`src/rtl/systolic_feeder.sv`:
```
// NxN operand sequencer for an output-stationary systolic array: captures A/B, streams skewed k-slices, drains, pulses done.
// Optional job counter port o_jobs is enabled by defining SYSTOLIC_FEEDER_JOBCNT_EN.
module systolic_feeder #(
    parameter int W = 32,
    parameter int N = 3
) (
    input  logic             i_clk,
    input  logic             i_rst,
    input  logic             i_start,
    input  logic [W*N*N-1:0] i_A,
    input  logic [W*N*N-1:0] i_B,
    output logic             o_busy,
    output logic             o_clr,
    output logic             o_en,
    output logic [W*N-1:0]   o_a,
    output logic [W*N-1:0]   o_b,
`ifdef SYSTOLIC_FEEDER_JOBCNT_EN
    output logic [15:0]      o_jobs,
`endif
    output logic             o_done
);

    localparam int TW   = $clog2(3 * N);
    localparam int LAST = 3 * N - 3;

    typedef enum logic [1:0] {S_IDLE, S_LOAD, S_RUN, S_DONE} state_t;

    state_t           state, state_next;
    logic [TW-1:0]    t, t_next;
    logic [W*N*N-1:0] a_reg, b_reg;
    logic             busy_d, clr_d, en_d, done_d;
    logic [W*N-1:0]   a_d, b_d;

    always_ff @(posedge i_clk) begin
        if (i_rst) begin
            state <= S_IDLE;
            t     <= '0;
        end else begin
            state <= state_next;
            t     <= t_next;
        end
    end

    always_comb begin
        state_next = state;
        t_next     = t;
        case (state)
            S_IDLE: if (i_start) state_next = S_LOAD;
            S_LOAD: begin
                state_next = S_RUN;
                t_next     = '0;
            end
            S_RUN: begin
                if (t == TW'(LAST)) state_next = S_DONE;
                else                t_next     = t + TW'(1);
            end
            S_DONE: state_next = S_IDLE;
            default: state_next = S_IDLE;
        endcase
    end

    // Outputs are decoded from the upcoming state so that the registers present them in that state's cycle.
    // Lane r carries A[r][k] and lane c carries B[k][c] exactly when t == lane + k; every other slot is zero.
    always_comb begin
        busy_d = (state_next != S_IDLE);
        clr_d  = (state_next == S_LOAD);
        en_d   = (state_next == S_RUN);
        done_d = (state_next == S_DONE);
        a_d    = '0;
        b_d    = '0;
        if (state_next == S_RUN) begin
            for (int r = 0; r < N; r++) begin
                for (int k = 0; k < N; k++) begin
                    if (int'(t_next) == r + k) begin
                        a_d[r*W +: W] = a_reg[(r*N+k)*W +: W];
                        b_d[r*W +: W] = b_reg[(k*N+r)*W +: W];
                    end
                end
            end
        end
    end

    always_ff @(posedge i_clk) begin
        if (i_rst) begin
            a_reg <= '0;
            b_reg <= '0;
        end else if (state == S_IDLE && i_start) begin
            a_reg <= i_A;
            b_reg <= i_B;
        end
    end

    always_ff @(posedge i_clk) begin
        if (i_rst) begin
            o_busy <= 1'b0;
            o_clr  <= 1'b0;
            o_en   <= 1'b0;
            o_done <= 1'b0;
            o_a    <= '0;
            o_b    <= '0;
        end else begin
            o_busy <= busy_d;
            o_clr  <= clr_d;
            o_en   <= en_d;
            o_done <= done_d;
            o_a    <= a_d;
            o_b    <= b_d;
        end
    end

`ifdef SYSTOLIC_FEEDER_JOBCNT_EN
    always_ff @(posedge i_clk) begin
        if (i_rst)       o_jobs <= '0;
        else if (done_d) o_jobs <= o_jobs + 16'd1;
    end
`endif

endmodule

```
`config.mk`:
```
export PLATFORM = sky130hd
export DESIGN_NAME = systolic_feeder
export DESIGN_NICKNAME = d
export VERILOG_FILES = /design/src/rtl/systolic_feeder.sv
export SDC_FILE = /design/constraint.sdc
export NUM_CORES = 2
export LEC_CHECK = 0
export ABC_AREA = 1
export BUFFER_PORTS_ARGS = -buffer_cell sky130_fd_sc_hd__buf_2
export CAP_MARGIN = 20
export CORE_AREA = 2 2 300 302
export CTS_CLUSTER_DIAMETER = 200
export CTS_CLUSTER_SIZE = 14
export DETAILED_ROUTE_END_ITERATION = 12
export DIE_AREA = 0 0 302 304
export PLACE_DENSITY = 0.66
export SLEW_MARGIN = 20
export SYNTH_ARGS = -nofsm -noshare
export SYNTH_HDL_FRONTEND = slang
export SYNTH_SLANG_ARGS = --single-unit
```
`constraint.sdc`:
```
create_clock -name i_clk -period 5.3 [get_ports i_clk]
set_input_delay 0 -clock i_clk [delete_from_list [all_inputs] [get_ports i_clk]]
set_output_delay 0 -clock i_clk [all_outputs]
set_load 0.02 [all_outputs]
```
# After elaboration in Yosys (flattened, before gate mapping)
# Cells that the tools add are included.
# word_totals
ff_bits	778
latchBits	0
ram_bits	0
romBits	0
input_bits	579
out_inout_bits	196
mem_count	0
# classes
add_sub_neg	1
multipliers	0
div_mod_pow	0
magnitude_cmp	0
eq_ne	11
shift	0
muxes	23
n_bitwise	1
reduce_logical	5
# ops
cell	n
$mux 32	18
$eq 4x3->1 const B	3
$eq 2x2->1 const B	4
$pmux 2 s4	1
$pmux 4 s2	1
$add 4x1->4 const B	1
$eq 2x1->1 const B	2
$eq 4x2->1 const B	1
$eq 4x4->1 const B	1
$logic_not 4->1	1
$mux 2	2
$mux 4	1
$logic_not 2->1	1
$reduce_bool 2->1	1
$reduce_or 2->1	1
$logic_and 1x1->1	1
$not 1->1	1

# Depth between registers and ports, before layout
# depth
depth_word	7
ltp_mapped	16

# Least setup slack after synthesis
# Ideal clock, no wire load.
# synth_path
kind	reg-to-reg
start	reg state[0]
end	reg o_a[32]
arrival_ns	1.852
setup_slack_ns	3.339
stages_incl_launch_ff	13
n_path_buf	2
period_less_slack_ns	1.961
path_cell_list	dfxtp_1 inv_1 ha_1 buf_4 nand2_1 o21ai_1 nor2_2 nor2_4 nand2_1 clkbuf_1 nand3_1 nand2_1 inv_1
# synth_via
elab_cells_between_ends	17
cone_classes	eq/ne (7); mux (7); bitwise (1); reduce/logical (2)
# synth_rtl
element	line	rtl
start, declared	28	state_t state, state_next;
start signal, assigned	39	state <= state_next;
$eq 2x2->1 (tied with other cells)	47	case (state)
$pmux 2 s4 (*)	47	
named net state_next[1]	28	
$eq 2x2->1 (*)	71	if (state_next == S_RUN) begin
$not 1->1 (no source line) (*)	n/a	
$reduce_or 2->1 (no source line) (*)	n/a	
end signal, assigned	99	o_a <= '0;
end signal, assigned	106	o_a <= a_d;
end, declared	15	output logic [W*N-1:0] o_a,
# The timed path passes the listed nets; every way through them passes the cells marked *.
# A chain may end at the register's enable or synchronous reset.

# Worst setup path in the final report
# layout_path
start	reg state[0]
end	reg o_a[71]
# The elaborated chain is that of the path after synthesis.

==> results.yml <==
hold_path:
  hp-class: "primary input to flip-flop"
synthesis:
  syn-cell-area_sq_mm: 0.0312
  synthCells: 4344
  yosysTopAreaCell: "dfxtp_1"
  synth_top_area_share_pct: 49.9
  syn_nets: 4928
  syn_area_per_cell_sq_um: 7.18
  synth-seq-cells: 778
  ys_top_cells_by_area: "dfxtp_1 (50%), nand3_1 (11%), nor2_1 (9.4%)"
  synthDistinctLibCells: 20
  yosysSeqAreaShare_pct: 49.9
  ys_warn_count: 0
place:
  portBuffers: 774
  hpwlAfterDp_mm: 71.9
  routabilityCongestion: 0.898
  placed_cells: 5973
grt:
  grt_pass1_wl_mm: 182
  grt_start_max_net_pins: 262
  grt_pass1_vias: 32200
  track_usage_pct: 25.1
  overflow: 0
  grt_antenna_before_repair: 26
final_layout:
  area.growth.synth_to_final_pct: 37.4
  finalNetCount: 6022
  drive_above_1_share_pct: 16.4
  fin_cells: 6635
critical_path:
  cp.arrival_ns: 3.94
  slowest_delay_ns: 0.78
  critical_path_required_ns: 5.83
  crit_family: "buffers and inverters"
  crit_chain: "inv_1, ha_1, inv_2, nand2_1, o21ai_1, inv_1, nand2_1, inv_4, buf_4, nand3_1, nand2_1, inv_1, nand2_1, inv_1"
  end_kind: "flip-flop"
  critPathLaunchType: "flip-flop"
  critPathKind: "flip-flop to flip-flop"
  cp_slowest_cell: "buf_4"
  path_max_fanout: 68
  worst-path-buf-inv: 7
drt:
  wirelength_mm: 120
  drtAntennaViolNets: 0
  dr.pass1.iters: 8
  via_per_inst: 5.03
  drt_first_iter_violations: 3399
  wire_per_inst_um: 18.1
  drc: 0
  vias: 33400
timing:
  worst_slew_pin_slew_ns: 1.29
  rsz0062_at_grt: "false"
  fin_skew_ns: 0.0354
  max_slew_margin_pct: 13.8
  period_share_pct: 64.4
  setup_tns_ns: 0
  fmax_mhz: 293
  slew_viol_final: 0
  finalCriticalPeriod_ns: 3.41
  hold_viol: 0
  setup_violations: 0
floorplan:
  die_w_um: 302
  rows: 110
  die_y_um: 304
  core-area_sq_mm: 0.0890
  pin_count: 775
  initial_core_util_pct: 35.0
  die-area_sq_mm: 0.0918
power_and_ir_drop:
  vdd_ir_drop_max_uv: 532
  power.density_mw_per_mm2: 352
  p_leak_nw: 21.2
  p_total_w: 0.0151
cts:
  insertion_delay_ns: 0.65
  clock-root-buffer: "clkbuf_16"
  htreeDepth: 2
  max-clock-path-buffers: 3
  cts.sink_count: 778
  tritoncts: "built"
  ctsResizeCount: 0
  numCtsBuffers: 61
  clkTransAtPathRegs_ns: 0.08
outcome:
  run_status: "completed"
run:
  maxCapViolations: 0
## cell type report
cell class | count | area, sq um
Multi-Input combinational cell | 2684 | 12100
Inverter | 531 | 2020
Antenna cell | 19 | 47.5
Clock buffer | 62 | 1550
Fill cell | 8404 | 46200
Tap cell | 1176 | 1470
Clock inverter | 3 | 45.0
Sequential cell | 778 | 15600
Timing Repair Buffer | 1382 | 10000
## cells in the final DEF, fill, tap and decap left out, drive strengths merged
master,netlist,final
o21ai,579,579
clkbuf,201,62
nand4,1,1
nand3,710,710
a21oi,259,259
nor2,784,784
diode,0,19
dfxtp,778,778
dlygate4sd3,0,578
buf,150,804
clkinv,1,2
ha,5,5
inv,530,532
nand2,346,346
## cells in the mapped netlist
cell type / instances
nand3_2: 2
ha_1: 5
o21ai_0: 577
nand2_1: 345
inv_1: 525
nor2_1: 781
dfxtp_1: 778
clkbuf_1: 201
buf_1: 3
o21ai_1: 2
nor2_2: 2
nor2_4: 1
nand2_2: 1
a21oi_1: 259
buf_4: 22
clkinv_1: 1
inv_2: 5
nand4_1: 1
buf_2: 125
nand3_1: 708
## power breakdown
group          total, W  internal [W]  leakage [nW]  switching, W
Combinational   0.00410       0.00134          14.0       0.00276
Sequential      0.00678       0.00650          6.40      0.000282
Clock           0.00421       0.00206         0.785       0.00214
## worst paths after layout
kind / from / to / slack (ns) / depth (start not counted)
max: state[0]$_SDFF_PP0_ / o_a[71]$_SDFF_PP0_ / 1.89 / 14
min: i_B[169] / b_reg[169]$_SDFFE_PP0P_ / 0.13 / 4
max reg2reg: state[0]$_SDFF_PP0_ / o_a[71]$_SDFF_PP0_ / 1.89 / 14
min reg2reg: b_reg[216]$_SDFFE_PP0P_ / b_reg[216]$_SDFFE_PP0P_ / 0.45 / 2
## logic make-up (layout without fill, tap and decap cells)
kind of cell / after synthesis / in the layout / share of synthesized area (%)
AND/OR/NAND/NOR: 1841 / 1841 / 25.1
buffers and inverters: 882 / 1978 / 11.4
AO/OA/AOI/OAI: 838 / 838 / 13.4
adder cells (fa/ha/maj): 5 / 5 / 0.200
flip-flops: 778 / 778 / 49.9
other: 0 / 19 / 0
## stage by stage
| step | utilization (%) | setup WS (ns) | cell area [sq um] | hold slack, ns |
|---|---|---|---|---|
| after floorplan | - | 3.34 | 31200 | 0.167 |
| after global placement | 39.8 | 2.03 | 35400 | 0.250 |
| after detailed placement | 39.8 | 1.94 | 35400 | 0.256 |
| after CTS | 48.1 | 1.89 | 42800 | 0.0914 |
| after global routing | 48.1 | 1.58 | 42900 | 0.131 |
| final | 48.1 | 1.89 | 42900 | 0.130 |
## worst min-delay path, stage by stage
cell,delay (ns)
dlygate4sd3_1,0.51
buf_2,0.09
o21ai_0,0.07
nor2_1,0.08
## per-layer routing
| layer | track usage, % | vias to the layer above | wire (um) |
|---|---|---|---|
| li1 | - | 16000 | - |
| met1 | 30.9 | 15300 | 48700 |
| met2 | 40.6 | 1586 | 55500 |
| met3 | 4.81 | 482 | 8700 |
| met4 | 14.6 | 12 | 7200 |
| met5 | 0 | - | 77 |
## what timing repair did
item | in CTS | in global routing
endpoints found under the hold margin | 585 | 0
hold buffers | 578 | 0
buffers inserted | 0 | 0
(Power assumes the default switching activity.)
